<file path="src/rtl/pc_sequencer_if.sv">
// Fetch/execute handshake bundle between the pc sequencer and its memory/datapath.
interface pc_seq_if;
  logic        imem_req;
  logic [31:0] imem_addr;
  logic        imem_ack;
  logic [31:0] imem_rdata;
  logic [31:0] instr;
  logic        instr_valid;
  logic        exec_done;
  logic        branch_taken;
  logic [31:0] branch_target;
  logic        trap;

  modport master (
    output imem_req, imem_addr, instr, instr_valid,
    input  imem_ack, imem_rdata, exec_done, branch_taken, branch_target, trap
  );
  modport slave (
    input  imem_req, imem_addr, instr, instr_valid,
    output imem_ack, imem_rdata, exec_done, branch_taken, branch_target, trap
  );
endinterface

</file>
<file path="src/rtl/pc_sequencer.sv">
// IDLE/FETCH/EXEC/HALTED program counter sequencer with fetch timeout fault.
// Optional trap support (epc, trap vector, misaligned-branch trap) under PC_SEQ_TRAP_EN.
module pc_sequencer #(
  parameter logic [31:0] RESET_VECTOR  = 32'h0000_0000,
  parameter logic [31:0] TRAP_VECTOR   = 32'h0000_0100,
  parameter int          FETCH_TIMEOUT = 16
) (
  input  logic        clk,
  input  logic        reset,
  input  logic        run,
  input  logic        halt,
  pc_seq_if.master    bus,
  output logic [31:0] pc,
  output logic [31:0] epc,
  output logic [31:0] retire_count,
  output logic [1:0]  state,
  output logic        fault
);
  typedef enum logic [1:0] {IDLE = 2'b00, FETCH = 2'b01, EXEC = 2'b10, HALTED = 2'b11} state_t;

  localparam int          CW      = $clog2(FETCH_TIMEOUT + 1);
  localparam logic [CW-1:0] LAST_WAIT = CW'(FETCH_TIMEOUT - 1);
  localparam logic [31:0] RST_PC  = RESET_VECTOR & 32'hFFFF_FFFC;
  localparam logic [31:0] TRAP_PC = TRAP_VECTOR & 32'hFFFF_FFFC;

  state_t        cur, nxt;
  logic [CW-1:0] wait_cnt;
  logic [31:0]   instr_q;
  logic          ivld_q;
  logic          trap_take, retire_ev, fetch_to;

`ifdef PC_SEQ_TRAP_EN
  // A taken branch to a non-word address is promoted to a trap.
  assign trap_take = (cur == EXEC) &&
                     (bus.trap || (bus.exec_done && bus.branch_taken && (|bus.branch_target[1:0])));
`else
  logic unused_trap;
  assign trap_take   = 1'b0;
  assign unused_trap = &{1'b0, bus.trap, bus.branch_target[1:0], TRAP_PC};
`endif

  assign retire_ev = (cur == EXEC) && bus.exec_done && !trap_take;
  assign fetch_to  = (cur == FETCH) && !bus.imem_ack && (wait_cnt == LAST_WAIT);

  always_ff @(posedge clk or posedge reset) begin
    if (reset) cur <= IDLE;
    else       cur <= nxt;
  end

  always_comb begin
    nxt = cur;
    case (cur)
      IDLE:   if (run) nxt = FETCH;
      FETCH:  if (bus.imem_ack) nxt = EXEC;
              else if (fetch_to) nxt = HALTED;
      EXEC:   if (trap_take) nxt = run ? FETCH : IDLE;
              else if (bus.exec_done) nxt = halt ? HALTED : (run ? FETCH : IDLE);
      default: nxt = HALTED;
    endcase
  end

  always_comb begin
    bus.imem_req    = (cur == FETCH);
    bus.imem_addr   = pc;
    bus.instr       = instr_q;
    bus.instr_valid = ivld_q;
    state           = cur;
  end

  always_ff @(posedge clk or posedge reset) begin
    if (reset) begin
      pc           <= RST_PC;
      retire_count <= '0;
      instr_q      <= '0;
      ivld_q       <= 1'b0;
      fault        <= 1'b0;
      wait_cnt     <= '0;
    end else begin
      ivld_q <= (cur == FETCH) && bus.imem_ack;
      if ((cur == FETCH) && bus.imem_ack) instr_q <= bus.imem_rdata;
      // Counter is zero on every FETCH entry; HALTED freezes everything.
      if (cur == FETCH)       wait_cnt <= wait_cnt + 1'b1;
      else if (cur != HALTED) wait_cnt <= '0;
      if (fetch_to) fault <= 1'b1;
      if (trap_take) begin
        pc <= TRAP_PC;
      end else if (retire_ev) begin
        pc           <= bus.branch_taken ? {bus.branch_target[31:2], 2'b00} : pc + 32'd4;
        retire_count <= retire_count + 32'd1;
      end
    end
  end

`ifdef PC_SEQ_TRAP_EN
  always_ff @(posedge clk or posedge reset) begin
    if (reset)          epc <= '0;
    else if (trap_take) epc <= pc;
  end
`else
  assign epc = '0;
`endif
endmodule
</file>
<file path="src/flat_wrapper.sv">
// flat-port wrapper written by rule: the top's interface ports become plain ports
module pc_sequencer_flat 
#(
  parameter logic [31:0] RESET_VECTOR  = 32'h0000_0000,
  parameter logic [31:0] TRAP_VECTOR   = 32'h0000_0100,
  parameter int          FETCH_TIMEOUT = 16
)
  (clk, reset, run, halt, pc, epc, retire_count, state, fault, bus_imem_req, bus_imem_addr, bus_instr, bus_instr_valid, bus_imem_ack, bus_imem_rdata, bus_exec_done, bus_branch_taken, bus_branch_target, bus_trap);
  pc_seq_if bus_i ();
  input  logic clk;
  input  logic reset;
  input  logic run;
  input  logic halt;
  output logic [31:0] pc;
  output logic [31:0] epc;
  output logic [31:0] retire_count;
  output logic [1:0] state;
  output logic fault;
  output wire logic [$bits(bus_i.imem_req)-1:0] bus_imem_req;
  output wire logic [$bits(bus_i.imem_addr)-1:0] bus_imem_addr;
  output wire logic [$bits(bus_i.instr)-1:0] bus_instr;
  output wire logic [$bits(bus_i.instr_valid)-1:0] bus_instr_valid;
  input wire logic [$bits(bus_i.imem_ack)-1:0] bus_imem_ack;
  input wire logic [$bits(bus_i.imem_rdata)-1:0] bus_imem_rdata;
  input wire logic [$bits(bus_i.exec_done)-1:0] bus_exec_done;
  input wire logic [$bits(bus_i.branch_taken)-1:0] bus_branch_taken;
  input wire logic [$bits(bus_i.branch_target)-1:0] bus_branch_target;
  input wire logic [$bits(bus_i.trap)-1:0] bus_trap;
  assign bus_imem_req = bus_i.imem_req;
  assign bus_imem_addr = bus_i.imem_addr;
  assign bus_instr = bus_i.instr;
  assign bus_instr_valid = bus_i.instr_valid;
  assign bus_i.imem_ack = bus_imem_ack;
  assign bus_i.imem_rdata = bus_imem_rdata;
  assign bus_i.exec_done = bus_exec_done;
  assign bus_i.branch_taken = bus_branch_taken;
  assign bus_i.branch_target = bus_branch_target;
  assign bus_i.trap = bus_trap;
  pc_sequencer #(.RESET_VECTOR(RESET_VECTOR), .TRAP_VECTOR(TRAP_VECTOR), .FETCH_TIMEOUT(FETCH_TIMEOUT)) u_core (.clk(clk), .reset(reset), .run(run), .halt(halt), .bus(bus_i), .pc(pc), .epc(epc), .retire_count(retire_count), .state(state), .fault(fault));
endmodule
</file>
<file path="config.mk">
export PLATFORM = sky130hd
export DESIGN_NAME = pc_sequencer_flat
export DESIGN_NICKNAME = d
export VERILOG_FILES = /design/src/rtl/pc_sequencer_if.sv /design/src/rtl/pc_sequencer.sv /design/src/flat_wrapper.sv
export SDC_FILE = /design/constraint.sdc
export NUM_CORES = 1
export LEC_CHECK = 0
export ABC_AREA = 1
export CAP_MARGIN = 20
export CORE_ASPECT_RATIO = 0.6
export CORE_MARGIN = 2
export CORE_UTILIZATION = 45
export DETAILED_ROUTE_END_ITERATION = 6
export GPL_ROUTABILITY_DRIVEN = 0
export PLACE_DENSITY = 0.93
export SETUP_SLACK_MARGIN = 0.3
export SYNTH_ARGS = -nofsm -noshare
export SYNTH_HDL_FRONTEND = slang
export SYNTH_SLANG_ARGS = --single-unit
</file>
<file path="constraint.sdc">
create_clock -name clk -period 3.89 [get_ports clk]
set_input_delay 0.389 -clock clk [delete_from_list [all_inputs] [get_ports clk]]
set_output_delay 0.389 -clock clk [all_outputs]
set_load 0.02 [all_outputs]
</file>
; ---- After elaboration in Yosys (flattened, before gate mapping)
; Index checks and enable logic that the tools add are counted.
[op_classes]
n_addsub = 3
multipliers = 0
div = 0
magnitude_cmp = 0
n_eq_ne = 7
shift = 0
n_mux = 10
n_bitwise = 0
reduce_logical = 8
[ops]
columns = operator, count
row1 = $add A32 B1 Y32 const B, 1
row2 = $add A32 B3 Y32 const B, 1
row3 = $mux W32, 1
row4 = $mux W2, 5
row5 = $mux W5, 2
row6 = $ne A2 B2 Y1 const B, 3
row7 = $pmux W2 S3, 1
row8 = $add A5 B1 Y5 const B, 1
row9 = $eq A5 B4 Y1 const B, 1
row10 = $logic_and A1 B1 Y1, 4
row11 = $ne A3 B1 Y1 const B, 1
row12 = $reduce_and A3 Y1, 1
row13 = $eq A2 B1 Y1 const B, 1
row14 = $eq A2 B2 Y1 const B, 1
row15 = $logic_not A2 Y1, 1
row16 = $reduce_bool A2 Y1, 1
row17 = $logic_not A1 Y1, 1
row18 = $mux W1, 1
[word_totals]
ff_bits = 105
latch_bits = 0
ram_bits = 0
rom_bits = 0
input_bits = 72
out_inout_bits = 165
word_cells = 35
memories = 0

; ---- Longest topological paths before layout
; Gate-level depths: netlist (run 1).
[logic_depth]
ltp_word = 6
mapped_depth = 10
depth_no_buf = 10

; ---- Worst setup path after synthesis (run 1)
; No wires, ideal clock.
[synth_path]
kind = register to register
startpoint = register u_core.pc[3], in the netlist u_core.bus.imem_addr[3]
endpoint = register u_core.pc[26], in the netlist u_core.bus.imem_addr[26]
setup_time_ns = 0.117
arrival_time_ns = 1.559
required_time_ns = 3.773
slack_ns = 2.214
path_stages_with_launch = 11
path_buffers = 0
synth_period_minus_slack_ns = 1.676
cell_sequence = dfrtp_1 ha_1 nand2_1 nor2_2 nand2_1 nor2_1 nand2_1 nand2_1 nand3_1 nand2_1 nand2_1
[synth_between]
elab_chain_cells = 2
[synth_lines]
columns = element, line
row1 = from (decl), pc_sequencer.sv:13  ; output logic [31:0] pc,
row2 = from (signal assigned), pc_sequencer.sv:88  ; pc <= bus.branch_taken ? {bus.branch_target[31:2], 2'b00} : pc + 32'd4;
row3 = $add A32 B3 Y32, pc_sequencer.sv:88
row4 = $mux W32, pc_sequencer.sv:88
; Every way passes these cells.
; A chain may end at the register's enable or synchronous reset.

; ---- Worst setup path in the final report (run 1)
[layout_path]
startpoint = register u_core.cur[1], in the netlist u_core.state[1]
endpoint = register u_core.retire_count[26]
[layout_between]
elab_chain_cells = 2
[layout_lines]
columns = element, line
row1 = from (decl), pc_sequencer.sv:26  ; state_t cur, nxt;
row2 = from (signal assigned), pc_sequencer.sv:47  ; else cur <= nxt;
row3 = $eq A2 B2 Y1, pc_sequencer.sv:42  ; assign retire_ev = (cur == EXEC) && bus.exec_done && !trap_take;
row4 = $logic_and A1 B1 Y1, pc_sequencer.sv:42
row5 = to (signal assigned), pc_sequencer.sv:89  ; retire_count <= retire_count + 32'd1;
row6 = to (decl), pc_sequencer.sv:15  ; output logic [31:0] retire_count,
; Every way passes these cells.

==> results.cfg, run 1 <==
[floorplanning]
design.die.area_um2 = 14500
start_util = 0.466
die_x_um = 154
die_h_um = 94.0
core-area_um2 = 13000
rows = 32
pin_count = 237

[layout]
syn_to_final_growth_pct = 34.6
nFillCells = 1090
utilization = 0.628
nNetsFinal = 1077
diodes = 0
drive_gt1_frac = 0.0408

[pwr]
total_leakage_power_uw = 0.00387
power.density_nw_per_um2 = 680
vdd_drop_max_mv = 0.433

[clocking]
ctsHoldBuffers = 0
postCtsSetupBuffers = 0
worstSkewPairLatency_ns = 0.35
cts_resized = 0
numCtsBuffers = 9
clock_path_buffers = 2
path_clk_slew_ns = 0.08
cts_tree = built
htreeDepth = 3
cts.sinks = 103
cts_root_buffer = clkbuf_16

[sta]
worst_pin_slew_ns = 0.758
final-setup-viol-count = 0
tns_ns = 0
slew_headroom = 0.494
finalMaxSlewViolations = 0
hold_viol = 0
fin_skew_ns = 0.00635
rsz0062_at_grt = no
fmax_ghz = 0.456
fin_crit_sh = 0.564
setup_slack_ns = 1.70
whs_ns = 0.477
finalCriticalPeriod_ns = 2.19

[critical_path]
r2r-end = u_core.retire_count[26]
r2r-start = u_core.state[1]
worstPathRequired_ns = 4.13
arrival_ns = 2.43
worst-path-max-fanout = 28
r2r_cells = 9
endpoint_kind = register
cp-startpoint = u_core.state[1]
path_class = reg2reg
reg2reg_slack_ns = 1.70
start_kind = register
crit_end = u_core.retire_count[26]

[drt]
wl_um = 17500
wl_met2_um = 8480
dr_total_vias = 5893
dr.pass1.iters = 5
via_per_inst = 5.01
wl_met1_um = 7270
drc = 0
drt_iter0_markers = 353
highest_layer = met4
wire_per_inst_um = 14.9
drt.antenna.violating_nets = 0
wl_met3_um = 1590

[run_status]
status = finished, final reports clean

[global_routing]
antenna_found_initial = 0
grt_pass1_wl_um = 28200
grt_max_degree = 61
gr-usage-all-layers = 0.247
grt_pass1_vias = 5695
overflow = 0

[yosys]
synth_area_um2 = 6070
synth_area_leaders = dfrtp_1 42%, nand2_1 19%, buf_4 8.3%
synth_ff_type = dfrtp_1
avgSynthCellArea_um2 = 7.24
synth_edf_count = 0
syn-instance-count = 838
yosysWarningCount = 0
ys_seq_area_frac = 0.425
synth_top_area_frac = 0.425
synthArstFlopShare = 1.00
ys_ff_latch = 103
synth_cell_types = 33
synth.largest_area_cell = dfrtp_1

[placement]
hpwl_um = 12900
portBuffers = 197
pre_cts_slack_ns = 1.42

[min_path]
hp-class = reg2reg
whs_path_depth = 2

[job]
maxCapViolations = 0
## placed cells by master (no fill, tap or decap), types with 9 or more instances in the layout
master	instances
nand2_1	309
clkdlybuf4s50_1	197
dfrtp_1	103
nor2_1	93
inv_1	68
nand3_1	37
conb_1	36
o21ai_0	31
a21oi_1	26
xor2_1	15
nand3b_1	12
nor3_1	12
clkbuf_16	9
## cells by family after synthesis
kind of cell,Yosys count,share of synthesized area
fa+ha+maj,4,0.00825
compound gates,65,0.0565
buf+inv,160,0.142
xor+xnor,21,0.0303
other cells,1,0.000618
simple gates,484,0.337
flops,103,0.425
## metal layers
metal	vias up	track usage
met4	0	0.0537
met5	-	0
met3	21	0.0724
li1	2831	-
met1	2773	0.306
met2	268	0.431
## worst min-delay path by stage
stage | endpoint | slack (ns) | startpoint
finish | u_core.bus.instr[30] | 0.48 | u_core.bus.instr[30]
detailed placement | u_core.bus.instr[30] | 0.46 | u_core.bus.instr[30]
floorplan | u_core.wait_cnt[0] | 0.47 | u_core.wait_cnt[0]
global route | u_core.bus.instr[4] | 0.51 | u_core.bus.instr[4]
CTS | u_core.bus.instr[30] | 0.48 | u_core.bus.instr[30]
global placement | u_core.bus.instr[3] | 0.45 | u_core.bus.instr[3]
## critical path: stages, from the launching register on
cell and delay [ns]:
dfrtp_1 0.58, nand3_4 0.36, clkinv_2 0.38, nand3_4 0.14, nor2_4 0.15, inv_2 0.08
nor2_4 0.16, nand2_1 0.09, nand2_1 0.08, nand2_1 0.05
## where the power goes
group / total [uW] / switching [uW] / internal, uW
registers: 1860 / 443 / 1420
logic: 2710 / 1530 / 1180
clock network: 984 / 462 / 523
## flip-flops by register name (all words and copies together), names as in the netlist
name / count
u_core.bus.imem_addr: 30
u_core.bus.instr: 32
u_core.bus.instr_valid: 1
u_core.fault: 1
u_core.retire_count: 32
u_core.state: 2
u_core.wait_cnt: 5
## synthesized netlist by cell type, types with 4 or more instances
library cell,n
a21oi_1,26
and2_1,4
buf_2,8
buf_4,67
clkbuf_1,8
dfrtp_1,103
ha_1,4
inv_1,69
nand2_1,309
nand3_1,37
nand3b_1,12
nor2_1,93
nor2_4,7
nor3_1,12
o21ai_0,31
xnor2_1,6
xor2_1,15
## cell type report
| cell class | count | area, um^2 | share of cell area |
|---|---|---|---|
| Clock buffer | 9 | 225 | 0.0276 |
| Multi-Input combinational cell | 610 | 2760 | 0.338 |
| Inverter | 74 | 282 | 0.0345 |
| Timing Repair Buffer | 203 | 2020 | 0.247 |
| Tap cell | 170 | 213 | 0.0260 |
| Clock inverter | 7 | 97.6 | 0.0119 |
| Sequential cell | 103 | 2580 | 0.315 |
## metrics by stage
step | cells | power, uW | cell area [um^2]
after floorplan | 873 | 3450 | 6200
after CTS | 1176 | 5580 | 8170
final | 1176 | 5560 | 8170
after global routing | 1176 | 5900 | 8170
after detailed placement | 1160 | 4590 | 7850
after global placement | 1160 | 4500 | 7850
(Power assumes the default switching activity.)
==> run 2, diff against run 1 <==
--- a/config.mk
+++ b/config.mk
@@ -9,10 +9,10 @@
 export CAP_MARGIN = 20
 export CORE_ASPECT_RATIO = 0.6
 export CORE_MARGIN = 2
-export CORE_UTILIZATION = 45
+export CORE_UTILIZATION = 40
 export DETAILED_ROUTE_END_ITERATION = 6
 export GPL_ROUTABILITY_DRIVEN = 0
-export PLACE_DENSITY = 0.93
+export PLACE_DENSITY = 0.88
 export SETUP_SLACK_MARGIN = 0.3
 export SYNTH_ARGS = -nofsm -noshare
 export SYNTH_HDL_FRONTEND = slang
==> constraint.sdc (replaced) <==
create_clock -name clk -period 1.8 [get_ports clk]
set_input_delay 0.18 -clock clk [delete_from_list [all_inputs] [get_ports clk]]
set_output_delay 0.18 -clock clk [all_outputs]
set_load 0.02 [all_outputs]
==> results.cfg, run 2 (same netlist as run 1, synthesis figures left out) <==
[drt]
dr_total_vias = 6153
drt_iter0_markers = 397
wl_met1_um = 8050
wl_met2_um = 8810
wire_per_inst_um = 15.1
wl_um = 19000
drc = 0
dr.pass1.iters = 5
highest_layer = met4
via_per_inst = 4.87
wl_met3_um = 1850
drt.antenna.violating_nets = 0

[sta]
fmax_ghz = 0.625
hold_viol = 0
fin_skew_ns = 0.00680
tns_ns = 0
finalCriticalPeriod_ns = 1.60
whs_ns = 0.0638
final-setup-viol-count = 0
finalMaxSlewViolations = 0
rsz0062_at_grt = yes
fin_crit_sh = 0.889

[layout]
drive_gt1_frac = 0.178
final_common_cell = nand2_1
syn_to_final_growth_pct = 48.2
fin_cells = 1264
nFillCells = 1282
final_cell_mix = 297 x nand2_1, 125 x dlygate4sd2_1, 73 x dfrtp_1
diodes = 0
nNetsFinal = 1137

[clocking]
worstSkewPairLatency_ns = 0.35
clock_path_buffers = 2
cts.sinks = 103
cts_tree = built
numCtsBuffers = 9
cts_root_buffer = clkbuf_16
path_clk_slew_ns = 0.08
htreeDepth = 3

[critical_path]
r2r-end = u_core.state[0]
worstPathRequired_ns = 2.06
start_kind = register
worst-path-max-fanout = 33
r2r-start = u_core.state[0]
endpoint_kind = register
reg2reg_slack_ns = 0.20
r2r_cells = 10
path_class = reg2reg
arrival_ns = 1.86

[pwr]
power.density_nw_per_um2 = 1380
total_leakage_power_uw = 0.00462
vdd_drop_max_mv = 0.750

[global_routing]
grt_pass1_vias = 5542
grt_max_degree = 56
antenna_found_initial = 0
grt_pass1_wl_um = 27300
gr-usage-all-layers = 0.212
overflow = 0

[placement]
hpwl_um = 12700
portBuffers = 197
numPlacedInstances = 1193

[floorplanning]
rows = 34
core-area_um2 = 14700
design.die.area_um2 = 16200
die_h_um = 99.4
pin_count = 237
die_x_um = 163
start_util = 0.414

[job]
maxCapViolations = 0

[run_status]
status = finished, final reports clean

[min_path]
hp-class = in2async
==> run 2: layer usage <==
metal,vias up,GRT usage
met5,-,0
met4,0,0.0545
met3,37,0.0701
met2,289,0.342
met1,2879,0.275
li1,2948,-
==> run 2: area by class of cell <==
class	instances	area [um^2]	area share
Multi-Input combinational cell	610	3040	0.338
Sequential cell	103	2620	0.291
Tap cell	198	248	0.0275
Clock inverter	6	62.6	0.00696
Inverter	74	299	0.0333
Timing Repair Buffer	263	2500	0.278
Clock buffer	10	229	0.0255
==> run 2: how the worst max path moves through the flow <==
stage	startpoint	end	slack (ns)	cells after the start
floorplan	reset	u_core.bus.imem_addr[2]	0.28	1
global placement	u_core.state[0]	u_core.state[0]	0.12	8
detailed placement	bus_exec_done	u_core.retire_count[11]	0.05	7
CTS	u_core.bus.imem_addr[3]	u_core.bus.imem_addr[28]	0.25	10
global route	u_core.state[0]	u_core.state[0]	0.12	10
finish	u_core.state[0]	u_core.state[0]	0.20	10
==> run 2: worst max-delay path: stages (launching register included) <==
cell     delay, ns
dfrtp_2       0.44
inv_4         0.09
buf_4         0.12
nor2_4        0.04
buf_6         0.13
inv_2         0.08
nor2_4        0.05
buf_12        0.13
inv_8         0.15
o31ai_1       0.10
o21ai_1       0.18
==> run 2: timing repair <==
| action | 4_1_cts | 5_1_grt |
|---|---|---|
| hold buffers | 0 | 0 |
| pin swaps | 10 | 22 |
| gates cloned | 0 | 5 |
| setup endpoints to repair | 195 | 71 |
| gates resized for setup | 165 | 85 |
| buffers inserted | 12 | 38 |
==> run 2: power by group <==
part | internal, uW | leakage [uW] | switching, uW
Clock | 982 | 0.000143 | 1010
Combinational | 2610 | 0.00320 | 3840
Sequential | 3130 | 0.00128 | 860
==> run 2: per-stage QoR <==
stage / instance area, um^2 / util / total power (uW) / worst slack [ns]
after floorplan: 6240 / - / 7520 / 0.281
after CTS: 8360 / 0.570 / 11500 / 0.255
after global routing: 8990 / 0.613 / 13200 / 0.117
final: 8990 / 0.613 / 12400 / 0.200
after detailed placement: 8010 / 0.546 / 10000 / 0.0487
after global placement: 8010 / 0.546 / 9870 / 0.120
==> run 3, diff against run 2 <==
--- a/config.mk
+++ b/config.mk
@@ -17,3 +17,4 @@
 export SYNTH_ARGS = -nofsm -noshare
 export SYNTH_HDL_FRONTEND = slang
 export SYNTH_SLANG_ARGS = --single-unit
+export TNS_END_PERCENT = 100
==> results of run 3 <==
Final layout, timing and power as in run 2 (identical DEF).
